`src/rtl/score_argmax_collector.sv`:
```
// Collects NUM_CLASSES signed scores per frame and reports the index and value of the maximum.
// Optional macro ARGMAX_FRAME_CNT_EN adds an 8-bit completed-frame counter output.
module score_argmax_collector #(
  parameter int DATA_WIDTH  = 16,
  parameter int NUM_CLASSES = 8,
  parameter int IDX_WIDTH   = 3
) (
  input  logic                  clock,
  input  logic                  reset,
  input  logic                  enable,
  input  logic                  in_valid,
  input  logic [DATA_WIDTH-1:0] in_data,
  output logic                  in_ready,
  input  logic                  result_ready,
  output logic                  result_valid,
  output logic [IDX_WIDTH-1:0]  result_class,
  output logic [DATA_WIDTH-1:0] result_score,
`ifdef ARGMAX_FRAME_CNT_EN
  output logic [7:0]            frame_count,
`endif
  output logic                  busy
);

  typedef enum logic [1:0] {
    IDLE    = 2'd0,
    COLLECT = 2'd1,
    DONE    = 2'd2
  } state_t;

  localparam logic [IDX_WIDTH-1:0] LAST_IDX = IDX_WIDTH'(NUM_CLASSES - 1);

  state_t                state;
  state_t                state_nxt;
  logic [IDX_WIDTH-1:0]  cnt;
  logic [IDX_WIDTH-1:0]  max_idx;
  logic [DATA_WIDTH-1:0] max_score;
  logic                  accept;
  logic                  last_beat;
  logic                  greater;

  assign accept    = in_valid & in_ready;
  assign last_beat = (cnt == LAST_IDX);
  assign greater   = ($signed(in_data) > $signed(max_score));

  always_ff @(posedge clock or negedge reset) begin
    if (!reset) begin
      state <= IDLE;
    end else begin
      state <= state_nxt;
    end
  end

  always_comb begin
    state_nxt    = state;
    in_ready     = 1'b0;
    result_valid = 1'b0;
    busy         = 1'b0;
    case (state)
      IDLE: begin
        if (enable) state_nxt = COLLECT;
      end
      COLLECT: begin
        busy     = 1'b1;
        in_ready = enable;
        if (!enable) begin
          state_nxt = IDLE;
        end else if (accept && last_beat) begin
          state_nxt = DONE;
        end
      end
      DONE: begin
        // enable is deliberately ignored here so a finished result is never lost
        busy         = 1'b1;
        result_valid = 1'b1;
        if (result_ready) state_nxt = IDLE;
      end
      default: state_nxt = IDLE;
    endcase
  end

  always_ff @(posedge clock or negedge reset) begin
    if (!reset) begin
      cnt       <= '0;
      max_idx   <= '0;
      max_score <= '0;
    end else begin
      case (state)
        IDLE: begin
          if (enable) cnt <= '0;
        end
        COLLECT: begin
          if (!enable) begin
            cnt       <= '0;
            max_idx   <= '0;
            max_score <= '0;
          end else if (accept) begin
            // beat 0 seeds the max; strict compare keeps the lowest index on ties
            if (cnt == '0 || greater) begin
              max_score <= in_data;
              max_idx   <= cnt;
            end
            if (!last_beat) cnt <= cnt + IDX_WIDTH'(1);
          end
        end
        DONE: begin
          if (result_ready) cnt <= '0;
        end
        default: cnt <= '0;
      endcase
    end
  end

  assign result_class = max_idx;
  assign result_score = max_score;

`ifdef ARGMAX_FRAME_CNT_EN
  always_ff @(posedge clock or negedge reset) begin
    if (!reset) begin
      frame_count <= '0;
    end else if (result_valid && result_ready) begin
      frame_count <= frame_count + 8'd1;
    end
  end
`endif

endmodule

```
`config.mk`:
```
export PLATFORM = sky130hd
export DESIGN_NAME = score_argmax_collector
export DESIGN_NICKNAME = d
export VERILOG_FILES = /design/src/rtl/score_argmax_collector.sv
export SDC_FILE = /design/constraint.sdc
export NUM_CORES = 1
export LEC_CHECK = 0
export ABC_AREA = 0
export BUFFER_PORTS_ARGS = -buffer_cell sky130_fd_sc_hd__buf_2
export CORE_MARGIN = 4
export CORE_UTILIZATION = 55
export CTS_CLUSTER_SIZE = 16
export DETAILED_ROUTE_END_ITERATION = 10
export PLACE_DENSITY = 0.88
export SYNTH_ARGS = -nofsm -noshare
export SYNTH_HDL_FRONTEND = slang
export SYNTH_SLANG_ARGS = --single-unit
export TNS_END_PERCENT = 1
```
`constraint.sdc`:
```
create_clock -name clock -period 3.6 [get_ports clock]
set_input_delay 0.72 -clock clock [delete_from_list [all_inputs] [get_ports clock]]
set_output_delay 0.72 -clock clock [all_outputs]
set_load 0.01 [all_outputs]
```
==> results of run 1 <==
power by group through the flow:
stage / registers, mW / logic [mW] / clock network, mW
6_report: 0.429 / 0.746 / 0.199
5_1_grt: 0.442 / 0.832 / 0.211
4_1_cts: 0.430 / 0.755 / 0.203
3_5_place_dp: 0.436 / 0.750 / 0
3_3_place_gp: 0.432 / 0.722 / 0
2_1_floorplan: 0.483 / 0.503 / 0
cells by family (layout without fill, tap and decap cells):
logic type / Yosys count / in the layout / share of synthesized area
AND/OR/NAND/NOR: 40 / 40 / 0.130
adder cells (fa/ha/maj): 22 / 22 / 0.174
multiplexers: 21 / 21 / 0.135
flip-flops: 24 / 24 / 0.380
AO/OA/AOI/OAI: 21 / 21 / 0.0950
buffers and inverters: 30 / 74 / 0.0863
path summary, 6_finish.rpt:
kind	endpoint	slack, ps	cells past startpoint
max in group asynchronous	cnt[2]	2880	1
max reg2reg	result_score[15]	1430	9
max	result_score[15]	1350	9
min in group clock	result_class[0]	550	2
min	result_score[12]	350	1
min reg2reg	result_class[0]	550	2
through the flow:
| stage | setup WS [ps] | power, mW | instance area (um2) | utilization |
|---|---|---|---|---|
| detailed placement | 1000 | 1.19 | 1810 | 0.655 |
| floorplan | 1250 | 0.986 | 1580 | - |
| finish | 1350 | 1.37 | 1860 | 0.674 |
| CTS | 1350 | 1.39 | 1860 | 0.674 |
| global route | 1220 | 1.49 | 1860 | 0.674 |
| global placement | 1100 | 1.15 | 1810 | 0.655 |
cell usage after synthesis:
cell type / instances / share of area
inv_1: 25 / 0.059
nand2_1: 25 / 0.059
dfrtp_1: 24 / 0.38
ha_1: 22 / 0.17
mux2i_1: 19 / 0.12
a21oi_1: 5 / 0.016
o21ai_0: 3 / 0.0095
o21ai_1: 3 / 0.0095
a22o_1: 2 / 0.011
and3_1: 2 / 0.0079
clkbuf_1: 2 / 0.0048
nand3_1: 2 / 0.0063
nand4_1: 2 / 0.0079
nor2_1: 2 / 0.0048
nor2b_1: 2 / 0.0079
a211oi_1: 1 / 0.0048
a21oi_2: 1 / 0.0055
a22oi_1: 1 / 0.0048
a31oi_1: 1 / 0.0040
a32oi_2: 1 / 0.010
and2_1: 1 / 0.0040
and4_1: 1 / 0.0055
and4_4: 1 / 0.0071
buf_12: 1 / 0.013
buf_6: 1 / 0.0071
inv_2: 1 / 0.0024
mux2_1: 1 / 0.0071
mux2_2: 1 / 0.0071
nand4_4: 1 / 0.013
nand4b_1: 1 / 0.0055
o211ai_2: 1 / 0.0079
o21bai_1: 1 / 0.0048
o221a_1: 1 / 0.0071
layer usage:
metal | GRT usage | vias to the layer above | wire, um
met5 | 0 | - | 0
met2 | 0.326 | 25 | 1650
li1 | - | 624 | -
met3 | 0.0273 | 4 | 121
met1 | 0.219 | 584 | 1420
met4 | 0.0485 | 0 | 23
critical path: stages:
cell	delay [ps]
buf_2	110
ha_1	300
and4_1	240
nand4_4	110
a21oi_2	50
nand4b_1	220
a32oi_2	270
buf_4	250
mux2i_1	210
sequential cells by signal, summed over array words and instances, names as in the netlist:
| name | cells |
|---|---|
| state | 2 |
| result_class | 3 |
| cnt | 3 |
| result_score | 16 |
area by class of cell:
class                      instances  area (um2)
fill                             227         900
tap                               31        38.8
timing repair buffer              44         225
clock inverter                     1        30.0
inverter                          26        97.6
sequential                        24         601
clock buffer                       3        22.5
multi-input combinational        104         843
==> impl_metrics.tcl, run 1 <==
set metrics [dict create \
    status "finished clean" \
    place_hpwl_um 2540 \
    first_pass_iters 4 \
    clockPowerShare 0.145 \
    final_common_cell "buf_2" \
    switching_share 0.405 \
    internal_power_mw 0.818 \
    routed_via_density 5.31 \
    rows 19 \
    num_vias 1237 \
    grt_pass1_vias 1180 \
    area_delta_synth_final_pct 17.6 \
    numPortBuffers 42 \
    layout-drive-gt1-share 0.272 \
    p_comb_frac 0.543 \
    mappedNetlistArea_um2 1580 \
    clkTransAtPathRegs_ps 150 \
    startpoint "in_data[6]" \
    avgSynthCellArea_um2 10.0 \
    finalNetCount 246 \
    vdd_drop_max_mv 0.478 \
    path_class "in2reg" \
    rsz0062_at_grt "no" \
    finalHoldViolations 0 \
    cp_max_fo 10 \
    grt-ovfl-total 0 \
    drtIter0Drc 14 \
    hold_ws_ps 353 \
    synth_seq_cells 24 \
    min-delay-path-class "in2async" \
    post_cts_buffers 0 \
    synthCells 158 \
    cp-end-kind "flop" \
    min_period_ps 2250 \
    track_usage 0.180 \
    cts_tree "done" \
    fp.dieArea_um2 3790 \
    final.period_utilization 0.625 \
    start_util 0.573 \
    ant_nets 0 \
    ys_seq_area_frac 0.380 \
    dp_cells 229 \
    p_leak_nw 1.03 \
    worstMarginPinSlew_ps 537 \
    setup_violations 0 \
    power_density_nw_per_um2 740 \
    maxCapViolCount 0 \
    start_kind "primary input" \
    fmax_mhz 444 \
    mostFrequentLayoutCells "buf_2 (42), inv_1 (25), nand2_1 (25), dfrtp_1 (24), ha_1 (22)" \
    diodes 0 \
    clkLatencyLatePin_ps 320 \
    wl_per_cell_um 13.8 \
    clock_sinks 24 \
    required_ps 3840 \
    core_um2 2760 \
    cts_resized 0 \
    place_congestion 0.750 \
    pin_count 43 \
    pwr-share-seq 0.312 \
    hold_buffers 0 \
    timing.rr.start "result_score[7]" \
    drcViolationCount 0 \
    maxSlewHeadroom 0.642 \
    arrival_ps 2490 \
    skew_ps 14.6 \
    grt_pass1_wl_um 5090 \
    p_switching_mw 0.557 \
    grt_max_degree 25 \
    die_y_um 61.6 \
    totalWireLength_um 3220 \
    tns_ps 0 \
    grt_antenna_before_repair 0 \
    htreeDepth 1 \
    ys_warn_count 0 \
    dieWidth_um 61.6 \
    synthDistinctLibCells 33 \
    finalMaxSlewViolations 0 \
    cts_root_buffer "clkbuf_4" \
    syn-num-nets 201 \
    cts-buffers-inserted 3 \
    cts_max_path_buffers 2 \
    fin_cells 233 \
]
No activity file was read; power rests on OpenSTA's default activity.
==> run 2: changes to the inputs <==
--- a/config.mk
+++ b/config.mk
@@ -8,10 +8,10 @@
 export ABC_AREA = 0
 export BUFFER_PORTS_ARGS = -buffer_cell sky130_fd_sc_hd__buf_2
 export CORE_MARGIN = 4
-export CORE_UTILIZATION = 55
+export CORE_UTILIZATION = 47
 export CTS_CLUSTER_SIZE = 16
 export DETAILED_ROUTE_END_ITERATION = 10
-export PLACE_DENSITY = 0.88
+export PLACE_DENSITY = 0.81
 export SYNTH_ARGS = -nofsm -noshare
 export SYNTH_HDL_FRONTEND = slang
 export SYNTH_SLANG_ARGS = --single-unit
==> constraint.sdc (replaced) <==
create_clock -name clock -period 2 [get_ports clock]
set_input_delay 0.4 -clock clock [delete_from_list [all_inputs] [get_ports clock]]
set_output_delay 0.4 -clock clock [all_outputs]
set_load 0.01 [all_outputs]
==> run 2 against run 1 <==
Effect of this change: clock skew shrank 8.7 ps; utilization shrank 2.8 points; final area grew 8.8%; final cell count grew 8.6%; wire length grew 3.4%; largest cell class unchanged; highest routed layer unchanged; the flow now finishes with violations (setup timing); combinational power grew 120%; hold slack lost 320 ps; critical path depth is the same.
==> impl_metrics.tcl, run 2 (synthesis results as in run 1) <==
set metrics [dict create \
    track_usage 0.154 \
    place_congestion 0.751 \
    tns_ps -2210 \
    p_switching_mw 1.10 \
    violations "setup timing" \
    grt_pass1_wl_um 5250 \
    p_comb_frac 0.608 \
    rsz0062_at_grt "yes" \
    ant_nets 0 \
    p_leak_nw 1.08 \
    area_delta_synth_final_pct 27.9 \
    diodes 0 \
    maxSlewHeadroom 0.643 \
    pin_count 43 \
    finalNetCount 253 \
    final.period_utilization 1.08 \
    setup_violations 18 \
    internal_power_mw 1.57 \
    clock_sinks 24 \
    finalMaxSlewViolations 0 \
    maxCapViolCount 0 \
    layout-drive-gt1-share 0.388 \
    min-delay-path-class "in2async" \
    largest_register_ffs 16 \
    htreeDepth 1 \
    required_ps 2250 \
    dp_cells 247 \
    total_power_mw 2.66 \
    routed_via_density 5.07 \
    status "finished with violations" \
    drcViolationCount 0 \
    place_hpwl_um 2480 \
    cts_max_path_buffers 2 \
    rows 20 \
    final_util 0.646 \
    hold_ws_ps 37.0 \
    first_pass_iters 4 \
    clkTransAtPathRegs_ps 130 \
    wl_per_cell_um 13.2 \
    path_class "reg2reg" \
    switching_share 0.411 \
    numPortBuffers 42 \
    num_vias 1282 \
    fp.dieArea_um2 4350 \
    clkLatencyLatePin_ps 320 \
    grt_max_degree 25 \
    die_y_um 66.0 \
    vdd_drop_max_mv 0.540 \
    mostFrequentLayoutCells "buf_2 (42), nand2_1 (25), dfrtp_1 (24), inv_1 (18), mux2i_1 (18)" \
    worstMarginPinSlew_ps 535 \
    dieWidth_um 66.0 \
    cts-buffers-inserted 3 \
    core_um2 3130 \
    cts_tree "done" \
    power_density_nw_per_um2 1320 \
    start_util 0.505 \
    arrival_ps 2410 \
    grt_antenna_before_repair 0 \
    grt_pass1_vias 1261 \
    totalWireLength_um 3330 \
    clockPowerShare 0.097 \
    pwr-share-seq 0.294 \
    min_period_ps 2160 \
    drtIter0Drc 34 \
    final_common_cell "buf_2" \
    cp_max_fo 8 \
    fin_ws_ps -161 \
    start_kind "flop" \
    fin_cells 253 \
    cp-end-kind "flop" \
    skew_ps 5.88 \
    cts_root_buffer "clkbuf_4" \
    grt-ovfl-total 0 \
    fmax_mhz 463 \
    finalHoldViolations 0 \
]
[run 2: critical path, cell delays in order (launching register included)]
cell and delay (ps):
dfrtp_1 420, inv_2 90, ha_4 200, nor2b_4 120, o211ai_2 170, a21oi_2 80
nand4b_1 220, a32oi_2 360, buf_6 210, mux2i_1 220
[run 2: through the flow]
step / setup slack [ps] / area, um2
5_1_grt: -271 / 2020
4_1_cts: -62.2 / 1960
3_3_place_gp: -154 / 1880
6_report: -161 / 2020
3_5_place_dp: -189 / 1880
2_1_floorplan: -45.9 / 1610
[run 2: routing by layer]
layer / vias up / track usage / part of all wire
met1: 606 / 0.189 / 0.43
li1: 638 / - / -
met2: 32 / 0.265 / 0.50
met4: 0 / 0.0305 / 0.013
met3: 6 / 0.0459 / 0.057
met5: - / 0 / 0
[run 2: path summary, 6_finish.rpt]
check	start	to	slack, ps	depth (start not counted)
worst min-delay path	reset	result_score[1]	40	1
worst max register to register	result_score[1]	result_score[1]	-160	9
worst min register to register	result_class[1]	result_class[1]	530	2
min in group clock	in_data[0]	result_score[0]	320	3
worst max-delay path	result_score[1]	result_score[1]	-160	9
max in group asynchronous	reset	result_score[5]	1610	1
[run 2: timing repair]
item | in CTS | in global routing
gates cloned | 0 | 1
pin swaps | 2 | 5
buffers inserted | 0 | 1
endpoints found under the setup margin | 18 | 18
resized for setup | 9 | 14
hold buffers | 0 | 0
[run 2: area by class of cell]
type,instances,area (um2)
fill,250,1110
clock buffer,4,36.3
tap,44,55.1
timing repair buffer,51,285
inverter,26,97.6
sequential,24,601
multi-input combinational,104,946
[run 2: power by group through the flow]
stage               clock [mW]  sequential, mW  combinational [mW]
finish                   0.259           0.784                1.62
global route             0.292           0.812                1.78
CTS                      0.268           0.782                1.48
detailed placement           0           0.788                1.40
global placement             0           0.778                1.38
floorplan                    0           0.870               0.931
==> run 3: changes to the inputs <==
==> constraint.sdc (replaced) <==
create_clock -name clock -period 1.95 [get_ports clock]
set_input_delay 0.39 -clock clock [delete_from_list [all_inputs] [get_ports clock]]
set_output_delay 0.39 -clock clock [all_outputs]
set_load 0.01 [all_outputs]
==> run 3 against run 2 <==
Effect of this change: utilization up 2.7 points; non-clock buffer count rose by 7; critical path depth is 1 lower; fmax increased by 1.1%; the run still ends with setup timing left; die area did not move; wire length is 6.6% higher; clock power grew 2%.
==> impl_metrics.tcl, run 3 (synthesis results as in run 1) <==
set metrics [dict create \
    grt-ovfl-total 0 \
    first_pass_iters 4 \
    layout-drive-gt1-share 0.426 \
    grt_pass1_wl_um 5440 \
    totalWireLength_um 3550 \
    cts-buffers-inserted 3 \
    slowest_delay_ps 390 \
    path_cells "inv_2 > ha_4 > and4_4 > nand4_4 > o221a_1 > a32oi_2 > buf_4 > mux2i_1" \
    final_util 0.673 \
    setup_violations 18 \
    place_hpwl_um 2510 \
    cp_max_fo 5 \
    pin_count 43 \
    p_leak_nw 1.11 \
    cp_slowest_cell "dfrtp_1" \
    wl_per_cell_um 13.6 \
    clkLatencyLatePin_ps 320 \
    min-delay-path-class "in2async" \
    drtIter0Drc 102 \
    fp.dieArea_um2 4350 \
    required_ps 2200 \
    ant_nets 0 \
    clkTransAtPathRegs_ps 130 \
    clock_sinks 24 \
    die_y_um 66.0 \
    grt_antenna_before_repair 0 \
    arrival_ps 2390 \
    hold_buffers 0 \
    largest_register_ffs 16 \
    skew_ps 1.49 \
    cts_root_buffer "clkbuf_4" \
    path_class "reg2reg" \
    min_period_ps 2140 \
    fmax_mhz 468 \
    cts_tree "done" \
    fin_ws_ps -189 \
    core_um2 3130 \
    cts_max_path_buffers 2 \
    track_usage 0.159 \
    tns_ps -2800 \
    dieWidth_um 66.0 \
    final_common_cell "buf_2" \
    worstMarginPinSlew_ps 537 \
    power_density_nw_per_um2 1380 \
    maxSlewHeadroom 0.642 \
    finalNetCount 260 \
    numPortBuffers 42 \
    diodes 0 \
    status "finished with violations" \
    htreeDepth 1 \
    cp-end-kind "flop" \
    rows 20 \
    fill_cells 250 \
    place_congestion 0.733 \
    drcViolationCount 0 \
    finalHoldViolations 0 \
    final.period_utilization 1.10 \
    mostFrequentLayoutCells "buf_2 (42), nand2_1 (24), dfrtp_1 (24), mux2i_1 (19), inv_1 (16)" \
    start_kind "flop" \
    finalMaxSlewViolations 0 \
    vdd_drop_max_mv 0.633 \
    grt_max_degree 25 \
    area_delta_synth_final_pct 33.3 \
    preCtsSetupSlack_ps -231 \
    total_power_mw 2.90 \
    violations "setup timing" \
    rsz0062_at_grt "yes" \
    routed_via_density 5.06 \
    start_util 0.505 \
    num_vias 1315 \
    maxCapViolCount 0 \
    grt_pass1_vias 1316 \
]
## run 3: changes by cell type in the layout (fill, tap and decap cells not counted), moves of 2 or more
cell | before | now
inv_2 | 8 | 10
buf_4 | 7 | 14
ha_1 | 16 | 13
ha_4 | 6 | 9
inv_1 | 18 | 16
## run 3: final timing paths
check	from	to	slack (ps)	cells after the start
worst min register to register	result_class[0]	result_class[0]	530	2
worst max register to register	result_score[7]	result_score[11]	-190	8
worst max-delay path	result_score[7]	result_score[11]	-190	8
min in group clock	in_data[2]	result_score[2]	320	3
worst min-delay path	reset	result_score[4]	30	1
max in group asynchronous	reset	result_score[15]	1560	1
## run 3: report_power, final
part	leakage [nW]	internal (mW)	switching, mW
Clock	0.0210	0.114	0.149
Combinational	0.777	0.919	0.904
Sequential	0.315	0.690	0.120
## run 3: layout make-up
| class | count | area, um2 | area share |
|---|---|---|---|
| clock buffer | 4 | 36.3 | 0.0172 |
| tap | 44 | 55.1 | 0.0261 |
| multi-input combinational | 104 | 978 | 0.465 |
| timing repair buffer | 58 | 338 | 0.160 |
| sequential | 24 | 601 | 0.285 |
| inverter | 26 | 97.6 | 0.0463 |
## run 3: critical path: cells and delay by family, from the launching register on
family,cells,cell delay (ps)
AOI/OAI and AO/OA,2,580
adders and majority gates,1,280
buffers and inverters,2,290
DFF,1,390
muxes,1,200
and+or+nand+nor,2,330
## run 3: timing repair
action                                  4_1_cts  5_1_grt
endpoints found under the hold margin         0        0
endpoints found under the setup margin       18       18
cloned                                        0        1
gates resized for setup                       9       17
pin swaps                                     2        9
buffers inserted                              0        6
## run 3: per-layer routing
layer	part of all wire	wire length, um	track usage	vias up
met4	0.017	61	0.0635	0
met5	0	0	0	-
met3	0.050	176	0.0238	7
met2	0.49	1750	0.282	39
met1	0.44	1550	0.191	618
li1	-	-	-	651
## run 3: through the flow
stage / hold WS [ps] / instances / instance area (um2)
3_3_place_gp: 411 / 249 / 1900
6_report: 33.6 / 260 / 2110
4_1_cts: 45.1 / 253 / 1990
2_1_floorplan: 94.4 / 158 / 1610
3_5_place_dp: 407 / 249 / 1900
5_1_grt: 64.0 / 260 / 2110
